[src/rtl/serial_frame_decode.sv]
// Serial frame decoder: hunts for a sync word within a Hamming tolerance, then captures a fixed-length payload.
// The payload is presented in a held output register under a valid/ack handshake; stalled captures time out.
module serial_frame_decode #(
    parameter int                   SYNC_BITS      = 96,
    parameter logic [SYNC_BITS-1:0] SYNC_PATTERN   = '0,
    parameter int                   MAX_MISMATCH   = 0,
    parameter int                   PAYLOAD_BITS   = 96,
    parameter int                   EDGE_MODE      = 0,
    parameter int                   TIMEOUT_CYCLES = 4096
) (
    input  logic                    clock,
    input  logic                    reset_n,
    input  logic                    serial_data,
    input  logic                    serial_clock,
    output logic [PAYLOAD_BITS-1:0] frame_data,
    output logic                    frame_valid,
    input  logic                    frame_ack,
    output logic                    sync_lock,
    output logic [2:0]              sync_errors,
    output logic                    overrun,
    output logic                    abort
);
    localparam int FILL_W = $clog2(SYNC_BITS + 1);
    localparam int CNT_W  = $clog2(PAYLOAD_BITS + 1);
    localparam int TMR_W  = $clog2(TIMEOUT_CYCLES);
    localparam logic [FILL_W-1:0] FILL_FULL = FILL_W'(SYNC_BITS);
    localparam logic [CNT_W-1:0]  CNT_LAST  = CNT_W'(PAYLOAD_BITS - 1);
    localparam logic [TMR_W-1:0]  TMR_LAST  = TMR_W'(TIMEOUT_CYCLES - 1);
    localparam logic [7:0]        MM_LIMIT  = 8'(MAX_MISMATCH);

    typedef enum logic {HUNT, CAPTURE} state_t;

    state_t                  state_q, state_d;
    logic                    prev_q, prev_d;
    logic [SYNC_BITS-1:0]    window_q, window_d;
    logic [FILL_W-1:0]       fill_q, fill_d;
    logic [CNT_W-1:0]        bitcnt_q, bitcnt_d;
    logic [TMR_W-1:0]        timer_q, timer_d;
    logic [PAYLOAD_BITS-1:0] shreg_q, shreg_d;
    logic [PAYLOAD_BITS-1:0] frame_data_q, frame_data_d;
    logic                    frame_valid_q, frame_valid_d;
    logic [2:0]              sync_errors_q, sync_errors_d;
    logic                    overrun_q, overrun_d;
    logic                    abort_q, abort_d;

    logic                    strobe;
    logic [SYNC_BITS-1:0]    diff;
    logic [7:0]              pop;
    logic                    match;
    logic                    complete;
    logic                    ack_eff;
    logic [PAYLOAD_BITS-1:0] shifted;

    assign strobe  = (EDGE_MODE != 0) ? (serial_clock & ~prev_q) : serial_clock;
    assign diff    = window_q ^ SYNC_PATTERN;
    assign shifted = {shreg_q[PAYLOAD_BITS-2:0], serial_data};
    assign ack_eff = frame_ack & frame_valid_q;

    always_comb begin
        pop = '0;
        for (int i = 0; i < SYNC_BITS; i++) begin
            pop = pop + {7'd0, diff[i]};
        end
    end

    // Match looks at the window as it stood before this strobe, so the bit arriving now is payload bit 0.
    assign match = (fill_q == FILL_FULL) && (pop <= MM_LIMIT);

    always_comb begin
        state_d       = state_q;
        prev_d        = serial_clock;
        window_d      = window_q;
        fill_d        = fill_q;
        bitcnt_d      = bitcnt_q;
        timer_d       = timer_q;
        shreg_d       = shreg_q;
        sync_errors_d = sync_errors_q;
        abort_d       = 1'b0;
        complete      = 1'b0;

        case (state_q)
            HUNT: begin
                timer_d = '0;
                if (strobe) begin
                    if (match) begin
                        state_d       = CAPTURE;
                        bitcnt_d      = CNT_W'(1);
                        sync_errors_d = pop[2:0];
                        shreg_d       = shifted;
                        window_d      = '0;
                        fill_d        = '0;
                    end else begin
                        window_d = {window_q[SYNC_BITS-2:0], serial_data};
                        if (fill_q != FILL_FULL) begin
                            fill_d = fill_q + FILL_W'(1);
                        end
                    end
                end
            end
            CAPTURE: begin
                if (strobe) begin
                    shreg_d  = shifted;
                    bitcnt_d = bitcnt_q + CNT_W'(1);
                    timer_d  = '0;
                    if (bitcnt_q == CNT_LAST) begin
                        complete = 1'b1;
                        state_d  = HUNT;
                        bitcnt_d = '0;
                    end
                end else if (timer_q == TMR_LAST) begin
                    abort_d  = 1'b1;
                    state_d  = HUNT;
                    bitcnt_d = '0;
                    timer_d  = '0;
                end else begin
                    timer_d = timer_q + TMR_W'(1);
                end
            end
            default: state_d = HUNT;
        endcase
    end

    // A completing frame may replace the held one only if the slot is empty or being acked this cycle.
    always_comb begin
        frame_data_d  = frame_data_q;
        frame_valid_d = frame_valid_q;
        overrun_d     = overrun_q;
        if (complete) begin
            if (!frame_valid_q || ack_eff) begin
                frame_data_d  = shifted;
                frame_valid_d = 1'b1;
            end else begin
                overrun_d = 1'b1;
            end
        end else if (ack_eff) begin
            frame_valid_d = 1'b0;
        end
    end

    always_ff @(posedge clock or negedge reset_n) begin
        if (!reset_n) begin
            state_q       <= HUNT;
            prev_q        <= 1'b0;
            window_q      <= '0;
            fill_q        <= '0;
            bitcnt_q      <= '0;
            timer_q       <= '0;
            shreg_q       <= '0;
            frame_data_q  <= '0;
            frame_valid_q <= 1'b0;
            sync_errors_q <= '0;
            overrun_q     <= 1'b0;
            abort_q       <= 1'b0;
        end else begin
            state_q       <= state_d;
            prev_q        <= prev_d;
            window_q      <= window_d;
            fill_q        <= fill_d;
            bitcnt_q      <= bitcnt_d;
            timer_q       <= timer_d;
            shreg_q       <= shreg_d;
            frame_data_q  <= frame_data_d;
            frame_valid_q <= frame_valid_d;
            sync_errors_q <= sync_errors_d;
            overrun_q     <= overrun_d;
            abort_q       <= abort_d;
        end
    end

    assign frame_data  = frame_data_q;
    assign frame_valid = frame_valid_q;
    assign sync_lock   = (state_q == CAPTURE);
    assign sync_errors = sync_errors_q;
    assign overrun     = overrun_q;
    assign abort       = abort_q;
endmodule
[config.mk]
export PLATFORM = sky130hd
export DESIGN_NAME = serial_frame_decode
export DESIGN_NICKNAME = d
export VERILOG_FILES = /design/src/rtl/serial_frame_decode.sv
export SDC_FILE = /design/constraint.sdc
export NUM_CORES = 1
export LEC_CHECK = 0
export BUFFER_PORTS_ARGS = -buffer_cell sky130_fd_sc_hd__buf_2
export CAP_MARGIN = 20
export CORE_UTILIZATION = 25
export CTS_BUF_LIST = sky130_fd_sc_hd__clkbuf_4 sky130_fd_sc_hd__clkbuf_8
export CTS_CLUSTER_SIZE = 24
export DETAILED_ROUTE_END_ITERATION = 16
export PLACE_DENSITY = 0.5
export SETUP_SLACK_MARGIN = 0.1
export SLEW_MARGIN = 20
export SYNTH_ARGS = -nofsm -noshare
export SYNTH_HDL_FRONTEND = slang
export SYNTH_SLANG_ARGS = --single-unit
[constraint.sdc]
create_clock -name clock -period 9.6 [get_ports clock]
set_clock_uncertainty 0.2 [all_clocks]
set_input_delay 0.96 -clock clock [delete_from_list [all_inputs] [get_ports clock]]
set_output_delay 0.96 -clock clock [all_outputs]
set_load 0.02 [all_outputs]
==> results of run 1 <==
worst max-delay path by stage:
stage / endpoint / depth (start not counted) / slack (ns) / startpoint
floorplan: bitcnt_q[6] / 26 / 2.45 / diff[83]
global placement: sync_lock / 27 / 1.16 / diff[83]
detailed placement: bitcnt_q[0] / 27 / 1.18 / diff[83]
CTS: bitcnt_q[0] / 27 / 1.09 / diff[83]
global route: sync_lock / 27 / 0.77 / diff[83]
finish: sync_lock / 27 / 1.20 / diff[83]
synthesized netlist by cell type, types with 15 or more instances:
library cell / count / area [sq um]
sky130_fd_sc_hd__nand2_1: 324 / 1220
sky130_fd_sc_hd__dfrtp_1: 320 / 8010
sky130_fd_sc_hd__o211ai_1: 151 / 1130
sky130_fd_sc_hd__inv_1: 142 / 533
sky130_fd_sc_hd__mux2_2: 89 / 1000
sky130_fd_sc_hd__fa_1: 84 / 1680
sky130_fd_sc_hd__clkbuf_1: 78 / 293
sky130_fd_sc_hd__o22ai_1: 47 / 294
sky130_fd_sc_hd__o211ai_2: 40 / 500
sky130_fd_sc_hd__o21ai_0: 34 / 170
sky130_fd_sc_hd__o31ai_1: 26 / 195
sky130_fd_sc_hd__ha_1: 22 / 275
sky130_fd_sc_hd__buf_2: 17 / 85.1
sky130_fd_sc_hd__nor2_1: 15 / 56.3
through the flow:
step | cell area [sq um] | utilization [%] | setup WS, ns | hold WS [ns]
final | 18900 | 29.3 | 1.20 | 0.237
after global routing | 18900 | 29.3 | 0.774 | 0.280
after CTS | 18900 | 29.3 | 1.09 | 0.238
after detailed placement | 17600 | 27.3 | 1.18 | 0.240
after global placement | 17600 | 27.3 | 1.16 | 0.237
after floorplan | 16300 | - | 2.45 | 0.224
registers in the layout, indices dropped and copies added, names as in the netlist:
| signal | cells |
|---|---|
| abort | 1 |
| bitcnt_q | 7 |
| diff | 96 |
| fill_q | 7 |
| frame_data | 96 |
| frame_valid | 1 |
| overrun | 1 |
| shreg_q | 95 |
| sync_errors | 3 |
| sync_lock | 1 |
| timer_q | 12 |
cell families after synthesis:
kind of cell | synth area share [%]
AOI/OAI and AO/OA | 15.5
and+or+nand+nor | 9.98
adders and majority gates | 12.0
muxes | 6.63
DFF | 49.1
buffers and inverters | 6.37
xor gates and xnor gates | 0.483
routing by layer:
layer / global-route usage, % / wire length, microns / vias up
met5: 0 / 0 / -
met4: 3.63 / 773 / 0
met3: 2.60 / 1670 / 52
met2: 19.7 / 18600 / 183
met1: 16.1 / 17900 / 5733
li1: - / - / 5294
cell usage in the layout, fill, tap and decap left out, types with 7 or more instances in the layout:
cell	count
sky130_fd_sc_hd__nand2_1	324
sky130_fd_sc_hd__dfrtp_1	320
sky130_fd_sc_hd__o211ai_1	151
sky130_fd_sc_hd__inv_1	142
sky130_fd_sc_hd__buf_2	105
sky130_fd_sc_hd__mux2_2	89
sky130_fd_sc_hd__fa_1	84
sky130_fd_sc_hd__clkbuf_8	77
sky130_fd_sc_hd__o22ai_1	47
sky130_fd_sc_hd__o211ai_2	40
sky130_fd_sc_hd__o21ai_0	34
sky130_fd_sc_hd__o31ai_1	26
sky130_fd_sc_hd__ha_1	22
sky130_fd_sc_hd__buf_4	16
sky130_fd_sc_hd__nor2_1	14
sky130_fd_sc_hd__clkinv_2	11
sky130_fd_sc_hd__nand3_1	10
sky130_fd_sc_hd__a21oi_1	10
sky130_fd_sc_hd__clkbuf_4	9
sky130_fd_sc_hd__nand4_1	7
sky130_fd_sc_hd__mux2_1	7
critical path: cells and delay by family (launching register included):
kind	cells	cell delay (ns)
buffers and inverters	12	1.93
adders and majority gates	11	4.90
AOI/OAI and AO/OA	2	0.52
and+or+nand+nor	2	0.24
DFF	1	0.42
final cells by class:
cell class	instances	area, sq um
Tap cell	855	1070
Multi-Input combinational cell	931	7310
Clock inverter	15	131
Antenna cell	1	2.50
Fill cell	6713	45600
Timing Repair Buffer	124	683
Sequential cell	320	8010
Inverter	144	541
Clock buffer	86	1130
==> impl_results.md, run 1 <==
* Fraction of final layout cells with drive strength greater than 1 at 22.8%
* Final-layout setup total negative slack at 0 ns
* RSZ-0062 raised after global routing: no
* Critical path class: reg -> reg
* R2r endpoint: sync_lock
* Average wire per standard cell at 15.7 microns
* # H-tree levels at 2
* Hpwl dp at 24200 microns
* Overall via count from detail_route at 11300
* Number of hold violations in the final report at 0
* Max Clk Rate at 0.119 GHz
* Commonest register cell after synthesis: sky130_fd_sc_hd__dfrtp_1
* CTS resizes at 0
* Die span in y at 257 microns
* Clock tree from TritonCTS: built
* Kind of start point of the critical path: register
* Starting Density at 25.3%
* Setup Fix Bufs, Post-CTS at 0
* Number of non-filler instances in the completed layout at between 2000 and 2500
* Worst relative slew slack at 32.9%
* Post-Synthesis Mean Instance Area at 10.9 sq um
* Data required time of the critical path at 9.91 ns
* Post-DRT Antenna Nets at 0
* Cell area after synthesis at 16300 sq um
* DIE AREA at 66300 sq um
* Overflow left after global routing at 0
* Worst-path cell with the longest stage delay: sky130_fd_sc_hd__buf_4
* Actual slew at the worst max-slew pin at 1.01 ns
* Standard-cell rows at 93
* Share of the clock period used by the worst path at about 90%
* Via density per instance at 4.55
* Number of violations reported at the end of detailed-routing iteration 0 at 664
* Yosys warning count at 0
* All-Layer GR Usage at between 10 and 15%
* Count of unique library cells instantiated by Yosys at 55
* Start of the worst register-to-register path: diff[83]
* Net count of the mapped netlist at roughly 1600
* Largest fanout on the critical path at 64
* Arrival time at the worst endpoint at 8.71 ns
* Core Region at 64500 sq um
* CTS clk-pin slew, worst paths at 0.07 ns
* EDFF count, synth at 0
* Most used cell, CP: sky130_fd_sc_hd__fa_1
* Clock net sink count at 320
* Last weighted congestion value of the routability-driven placer at 0.774
* Cell chosen for the clock root: sky130_fd_sc_hd__clkbuf_8
* Final net count at 1687
* #FFs+latches synth at 320
* DRC viols at 0
* Async SR Flop Fraction at 100%
* Longest Clk Path Bufs at 3
* Inserted Clock Buffers at 55
* Initial antenna violation count at 1
* Cells after synthesis at 1503
* Hold Path Class: in -> async
* Vias in the first global route at approximately 12000
* Pin count of the biggest net entering global routing at 124
* Sequential element share of the synthesized area at 49.1%
* Total instance count after detailed placement at 2374
* Total wire length after detailed routing at 39000 microns
* Number of port buffers at 107
* Final number of setup-violating endpoints at 0
* Reg2reg path depth at 27
* Die boundary width at 257 microns
* Number of optimization iterations in the first detailed-route pass at 5
* Hold-fix buffers at CTS at 0
* # Max-Cap Violations at 0
* Result of the run: complete, no violations
* I/O pin cnt at 108
* Post-layout min period at approximately 8.4 ns
* Insertion delay to the later sink of the worst-skew pair at between 0.6 and 0.7 ns
* First-pass GRT wire length at roughly 66000 microns
* Type of destination of the critical path: register
* Final max-slew violation count at 0
* R2R setup slack at 1.20 ns
* Area delta synth->final at 15.7%
* Maximum cell stage delay along the critical path at 0.67 ns
Power of run 1 is left out: the tool's default activity adds up to more than one toggle a clock period on the data nets, which glitch-free logic cannot reach.
==> inputs of run 2 (changes only) <==
--- a/config.mk
+++ b/config.mk
@@ -12,6 +12,7 @@
 export CTS_CLUSTER_SIZE = 24
 export DETAILED_ROUTE_END_ITERATION = 16
 export PLACE_DENSITY = 0.5
+export REMOVE_ABC_BUFFERS = 1
 export SETUP_SLACK_MARGIN = 0.1
 export SLEW_MARGIN = 20
 export SYNTH_ARGS = -nofsm -noshare
==> impl_results.md, run 2 (synthesis results as in run 1) <==
* Last weighted congestion value of the routability-driven placer at 0.755 (-2.4%)
* Share of the clock period used by the worst path at 83.7% (-3.8 points)
* DRC viols at 0 (unchanged)
* CTS resizes at 0 (unchanged)
* Data required time of the critical path at 9.96 ns (+0.05 ns)
* Total instance count after detailed placement at 2374 (unchanged)
* Via density per instance at 4.59 (+0.86%)
* Largest fanout on the critical path at 47 (-27%)
* Hold-fix buffers at CTS at 0 (unchanged)
* Post-DRT Antenna Nets at 0 (unchanged)
* Layout filler cell count at 6776 (+0.94%)
* Result of the run: complete, no violations
* Pin count of the biggest net entering global routing at 128 (+3.2%)
* Vias in the first global route at 11400 (-2.4%)
* GR Layer Usage met2 at 18.4% (-1.4 points)
* Final max-slew violation count at 0 (unchanged)
* # H-tree levels at 2 (unchanged)
* # Max-Cap Violations at 0 (unchanged)
* Inserted Clock Buffers at 56 (+1.8%)
* Total wire length after detailed routing at 39400 microns (+1.0%)
* Cell area after layout at 19000 sq um (+0.48%)
* I/O pin cnt at 108 (unchanged)
* Hold Path Class: in -> async
* Area after detailed placement at 17600 sq um (+0.14%)
* CTS clk-pin slew, worst paths at 0.06 ns (about the same)
* Number of violations reported at the end of detailed-routing iteration 0 at 761 (+15%)
* Number of optimization iterations in the first detailed-route pass at 5 (unchanged)
* Fraction of final layout cells with drive strength greater than 1 at 23.1% (+0.24 points)
* Kind of start point of the critical path: register
* DIE AREA at 66300 sq um (unchanged)
* Leading cell type in the layout, fill and taps excluded: sky130_fd_sc_hd__nand2_1
* Met1 layer usage reported by global route at 16.9% (+0.74 points)
* Setup Fix Bufs, Post-CTS at 0 (unchanged)
* RSZ-0062 raised after global routing: no
* Average wire per standard cell at 15.9 microns (+0.82%)
* Die boundary width at 257 microns (unchanged)
* Final number of setup-violating endpoints at 0 (unchanged)
* Initial antenna violation count at 1 (unchanged)
* Commonest cells after routing, fill and taps aside: 324 x sky130_fd_sc_hd__nand2_1, 320 x sky130_fd_sc_hd__dfrtp_1, 151 x sky130_fd_sc_hd__o211ai_1
* Overall via count from detail_route at 11400 (+1.1%)
* Clock net sink count at 320 (unchanged)
* All-Layer GR Usage at 12.0% (-0.18 points)
* Max Clk Rate at 0.124 GHz (+4.6%)
* Number of non-filler instances in the completed layout at 2481 (+0.20%)
* Type of destination of the critical path: register
* Starting Density at 25.3% (unchanged)
* Standard-cell rows at 93 (unchanged)
* Arrival time at the worst endpoint at 8.39 ns (-0.32 ns)
* Worst Hold Margin at 0.0286 ns (-0.208 ns)
* Critical path class: reg -> reg
* Met3 routing resource usage after global routing at 1.96% (-0.64 points)
* Actual slew at the worst max-slew pin at 1.11 ns (+0.102 ns)
* Hpwl dp at 24700 microns (+2.0%)
* Cell chosen for the clock root: sky130_fd_sc_hd__clkbuf_8
* Number of port buffers at 107 (unchanged)
* Longest Clk Path Bufs at 3 (unchanged)
* Clock tree from TritonCTS: built
* Layer with the highest usage after global routing: met2
* First-pass GRT wire length at 64600 microns (-2.3%)
* Area delta synth->final at 16.2%
* Post-layout min period at 8.03 ns (-0.366 ns)
* Die span in y at 257 microns (unchanged)
* Insertion delay to the later sink of the worst-skew pair at 0.67 ns (+0.03 ns)
* Number of hold violations in the final report at 0 (unchanged)
* Final net count at 1690 (+0.18%)
* Overflow left after global routing at 0 (unchanged)
* Core Region at 64500 sq um (unchanged)
* Worst relative slew slack at 26.1% (-6.8 points)
-- run 2: cell types whose count changed in the layout (fill, tap and decap cells not counted), moves of 2 or more --
cell and delta:
sky130_fd_sc_hd__clkinv_8 +2, sky130_fd_sc_hd__buf_4 -2, sky130_fd_sc_hd__buf_12 +3, sky130_fd_sc_hd__clkinv_2 -3
sky130_fd_sc_hd__clkbuf_4 +6
-- run 2: area by class of cell --
| type | count | area, sq um | area share (%) |
|---|---|---|---|
| Inverter | 144 | 541 | 2.85 |
| Sequential cell | 320 | 8010 | 42.2 |
| Clock buffer | 91 | 1160 | 6.11 |
| Multi-Input combinational cell | 931 | 7310 | 38.6 |
| Tap cell | 855 | 1070 | 5.64 |
| Antenna cell | 1 | 2.50 | 0.0132 |
| Timing Repair Buffer | 126 | 756 | 3.98 |
| Clock inverter | 13 | 119 | 0.627 |
-- run 2: metal layers --
layer | vias to the layer above | wire length [microns] | part of all wire (%)
li1 | 5306 | - | -
met1 | 5798 | 18500 | 47
met2 | 231 | 18400 | 47
met3 | 47 | 1620 | 4.1
met4 | 0 | 811 | 2.1
met5 | - | 0 | 0
-- run 2: worst max-delay path, stage by stage (launching register included) --
cell,delay (ns)
sky130_fd_sc_hd__dfrtp_1,0.41
sky130_fd_sc_hd__fa_1,0.55
sky130_fd_sc_hd__inv_1,0.05
sky130_fd_sc_hd__fa_1,0.45
sky130_fd_sc_hd__fa_1,0.49
sky130_fd_sc_hd__inv_1,0.06
sky130_fd_sc_hd__fa_1,0.55
sky130_fd_sc_hd__inv_1,0.07
sky130_fd_sc_hd__fa_1,0.49
sky130_fd_sc_hd__inv_1,0.05
sky130_fd_sc_hd__fa_1,0.45
sky130_fd_sc_hd__fa_1,0.52
sky130_fd_sc_hd__inv_1,0.05
sky130_fd_sc_hd__fa_1,0.49
sky130_fd_sc_hd__fa_1,0.41
sky130_fd_sc_hd__inv_1,0.07
sky130_fd_sc_hd__ha_1,0.17
sky130_fd_sc_hd__inv_1,0.06
sky130_fd_sc_hd__fa_1,0.37
sky130_fd_sc_hd__nor2b_1,0.16
sky130_fd_sc_hd__a31oi_4,0.30
sky130_fd_sc_hd__buf_4,0.54
sky130_fd_sc_hd__buf_4,0.56
sky130_fd_sc_hd__o21bai_1,0.18
sky130_fd_sc_hd__a31oi_1,0.19
-- run 2: worst paths after layout --
check	depth (start not counted)	slack (ns)	startpoint	endpoint
max in group asynchronous	4	6.78	reset_n	shreg_q[49]
hold / removal	1	0.03	reset_n	diff[69]
setup / recovery	24	1.57	diff[47]	fill_q[0]
hold reg to reg	1	0.26	timer_q[0]	timer_q[0]
setup reg to reg	24	1.57	diff[47]	fill_q[0]
min in group clock	1	0.26	timer_q[0]	timer_q[0]
-- run 2: per-stage QoR --
| step | TNS (ns) | setup WS, ns | utilization [%] |
|---|---|---|---|
| floorplan | -312.84 | -1.98 | - |
| global placement | 0 | 1.59 | 27.3 |
| detailed placement | 0 | 1.51 | 27.3 |
| CTS | 0 | 1.47 | 29.3 |
| global route | 0 | 1.24 | 29.4 |
| finish | 0 | 1.57 | 29.4 |
Power of run 2 is left out for the same reason.
==> inputs of run 3 (changes only) <==
--- a/config.mk
+++ b/config.mk
@@ -5,6 +5,7 @@
 export SDC_FILE = /design/constraint.sdc
 export NUM_CORES = 1
 export LEC_CHECK = 0
+export ABC_AREA = 1
 export BUFFER_PORTS_ARGS = -buffer_cell sky130_fd_sc_hd__buf_2
 export CAP_MARGIN = 20
 export CORE_UTILIZATION = 25
==> constraint.sdc (replaced) <==
create_clock -name clock -period 7.6 [get_ports clock]
set_clock_uncertainty 0.2 [all_clocks]
set_input_delay 0.76 -clock clock [delete_from_list [all_inputs] [get_ports clock]]
set_output_delay 0.76 -clock clock [all_outputs]
set_load 0.02 [all_outputs]
==> impl_results.md, run 3 <==
* Dpl ws at 0.190 ns (-1.32 ns)
* Sequential element share of the synthesized area at 53.7% (+4.6 points)
* Area contributors post-synth: sky130_fd_sc_hd__dfrtp_1 54%, sky130_fd_sc_hd__fa_1 11%, sky130_fd_sc_hd__nand2_1 8.7%
* Detailed-routing wirelength on met1 at 16100 microns (-13%)
* Type of destination of the critical path: register
* Area after detailed placement at 16200 sq um (-7.9%)
* Final max-slew violation count at 0 (unchanged)
* Clock net sink count at 320 (unchanged)
* Average wire per standard cell at 14.3 microns (-9.7%)
* Longest Clk Path Bufs at 3 (unchanged)
* Core Region at 59000 sq um (-8.4%)
* Final net count at 1798 (+6.4%)
* Arrival time at the worst endpoint at 7.70 ns (-0.69 ns)
* Cells after synthesis at 1551 (+3.2%)
* Number of violations reported at the end of detailed-routing iteration 0 at 536 (-30%)
* # Max-Cap Violations at 0 (unchanged)
* DIE AREA at 60700 sq um (-8.5%)
* Inserted Clock Buffers at 55 (-1.8%)
* Length of routed met2 wiring at 17200 microns (-6.6%)
* Via density per instance at 4.22 (-8.1%)
* Clock tree from TritonCTS: built
* # H-tree levels at 2 (unchanged)
* Starting Density at 25.3% (-0.033 points)
* Result of the run: complete, no violations
* Top Layer Used: met4
* Area delta synth->final at 24.4%
* Cell chosen for the clock root: sky130_fd_sc_hd__clkbuf_8
* Final number of setup-violating endpoints at 0 (unchanged)
* Worst relative slew slack at 34.6% (+8.6 points)
* Number of port buffers at 107 (unchanged)
* Die boundary width at 246 microns (-4.3%)
* Hpwl dp at 21000 microns (-15%)
* Overall via count from detail_route at 10500 (-7.4%)
* Overflow left after global routing at 0 (unchanged)
* Insertion delay to the later sink of the worst-skew pair at 0.65 ns (-0.02 ns)
* Die span in y at 246 microns (-4.3%)
* Most frequent cell after synthesis: sky130_fd_sc_hd__nand2_1
* Post-Synthesis Mean Instance Area at 9.62 sq um (-11%)
* All-Layer GR Usage at 10.9% (-1.1 points)
* Post-layout min period at 7.39 ns (-0.643 ns)
* Total wire length after detailed routing at 35800 microns (-9.1%)
* Hold Path Class: in -> async
* Top cell type by total area after synthesis: sky130_fd_sc_hd__dfrtp_1
* Pin count of the biggest net entering global routing at 155 (+21%)
* Cell area after synthesis at 14900 sq um (-8.6%)
* Largest fanout on the critical path at 8 (-83%)
* RSZ-0062 raised after global routing: yes
* Count of unique library cells instantiated by Yosys at 32 (-42%)
* Hold-fix buffers at CTS at 0 (unchanged)
* EDFF count, synth at 0 (unchanged)
* Most used cell, CP: sky130_fd_sc_hd__fa_1
* Leading cell type in the layout, fill and taps excluded: sky130_fd_sc_hd__dfrtp_1
* CTS clk-pin slew, worst paths at 0.06 ns (about the same)
* Standard-cell rows at 89 (-4.3%)
* Fraction of final layout cells with drive strength greater than 1 at 22.6% (-0.53 points)
* Data required time of the critical path at 7.91 ns (-2.05 ns)
* Post-DRT Antenna Nets at 0 (unchanged)
* DRC viols at 0 (unchanged)
* Commonest register cell after synthesis: sky130_fd_sc_hd__dfrtp_1
* Number of optimization iterations in the first detailed-route pass at 5 (unchanged)
* Actual slew at the worst max-slew pin at 0.979 ns (-0.130 ns)
* First-pass GRT wire length at 53700 microns (-17%)
* Share of the clock period used by the worst path at 97.3% (+14 points)
* Worst-path cell with the longest stage delay: sky130_fd_sc_hd__fa_1
* Cell area after layout at 18600 sq um (-2.1%)
* Initial antenna violation count at 0 (-1)
* Synth top cells by count: 346 x sky130_fd_sc_hd__nand2_1, 320 x sky130_fd_sc_hd__dfrtp_1, 267 x sky130_fd_sc_hd__inv_1
* Yosys warning count at 0 (unchanged)
* Final critical-path setup slack at 0.209 ns (-1.36 ns)
* I/O pin cnt at 108 (unchanged)
* Number of antenna diodes at 0 (-1)
* #FFs+latches synth at 320 (unchanged)
* Last weighted congestion value of the routability-driven placer at 0.759 (+0.60%)
* Proportion of netlist area held by the largest area contributor at 53.7% (+4.6 points)
* Max Clk Rate at 0.135 GHz (+8.7%)
* Critical path class: reg -> reg
* Async SR Flop Fraction at 100% (unchanged)
* Wire length on met3 at 1450 microns (-10%)
* Commonest cells after routing, fill and taps aside: 320 x sky130_fd_sc_hd__dfrtp_1, 310 x sky130_fd_sc_hd__nand2_1, 259 x sky130_fd_sc_hd__inv_1
* Kind of start point of the critical path: register
* Utilization after layout at 31.5% (+2.0 points)
* Vias in the first global route at 10600 (-7.7%)
* Maximum cell stage delay along the critical path at 0.53 ns (-0.03 ns)
* Number of hold violations in the final report at 0 (unchanged)
run 3: changes by cell type after synthesis, moves of 27 or more:
cell and change:
sky130_fd_sc_hd__o211ai_2 -40, sky130_fd_sc_hd__o211ai_1 -151, sky130_fd_sc_hd__nor2_1 +27, sky130_fd_sc_hd__o21ai_1 +114, sky130_fd_sc_hd__nand3_1 +49, sky130_fd_sc_hd__o21ai_0 +93, sky130_fd_sc_hd__o22ai_1 -46, sky130_fd_sc_hd__a21oi_1 +44
sky130_fd_sc_hd__mux2_2 -88, sky130_fd_sc_hd__inv_1 +125, sky130_fd_sc_hd__clkbuf_1 -54
run 3: repair_timing:
| action | 4_1_cts | 5_1_grt |
|---|---|---|
| setup endpoints to repair | 0 | 201 |
| buffers inserted | 0 | 8 |
| gates resized for setup | 0 | 180 |
run 3: per-stage QoR:
stage	cells	TNS, ns	hold WS (ns)
floorplan	1477	-134.29	0.233
global placement	2372	0	0.250
detailed placement	2372	0	0.251
CTS	2467	0	0.00393
global route	2498	-5.90	0.0634
finish	2498	0	0.00858
run 3: layer usage:
metal | vias up | track usage [%]
met4 | 0 | 4.27
met5 | - | 0
li1 | 5099 | -
met1 | 5194 | 14.3
met2 | 174 | 17.5
met3 | 69 | 2.21
run 3: final timing paths:
kind	start	depth (start not counted)	slack, ns	endpoint
setup / recovery	diff[83]	31	0.21	shreg_q[91]
hold / removal	reset_n	1	0.009	shreg_q[34]
setup reg to reg	diff[83]	31	0.21	shreg_q[91]
hold reg to reg	timer_q[0]	1	0.27	timer_q[0]
max in group asynchronous	reset_n	2	5.88	frame_data[54]
min in group clock	serial_data	3	0.21	diff[0]
run 3: layout make-up:
type	count	area [sq um]
multi-input cells	889	6100
clock inverters	7	87.6
repair buffers	150	1280
well taps	773	967
clock buffers	88	1100
fillers	6165	40500
flip-flops and latches	320	8010
inverters	271	1020
run 3: kinds of logic after synthesis:
group,synth area share [%]
and+or+nand+nor,12.6
buffers and inverters,9.55
DFF,53.7
AOI/OAI and AO/OA,10.4
adders and majority gates,13.1
xor gates and xnor gates,0.587
muxes,0.0755
run 3: worst max-delay path: cells and delay by family (launching register included):
family                   cells  cell delay, ns
AO/OA/AOI/OAI                1            0.06
adder cells (fa/ha/maj)     11            5.01
buffers and inverters       12            0.87
flip-flops                   1            0.40
AND/OR/NAND/NOR              7            0.72
Power of run 3 is left out for the same reason.
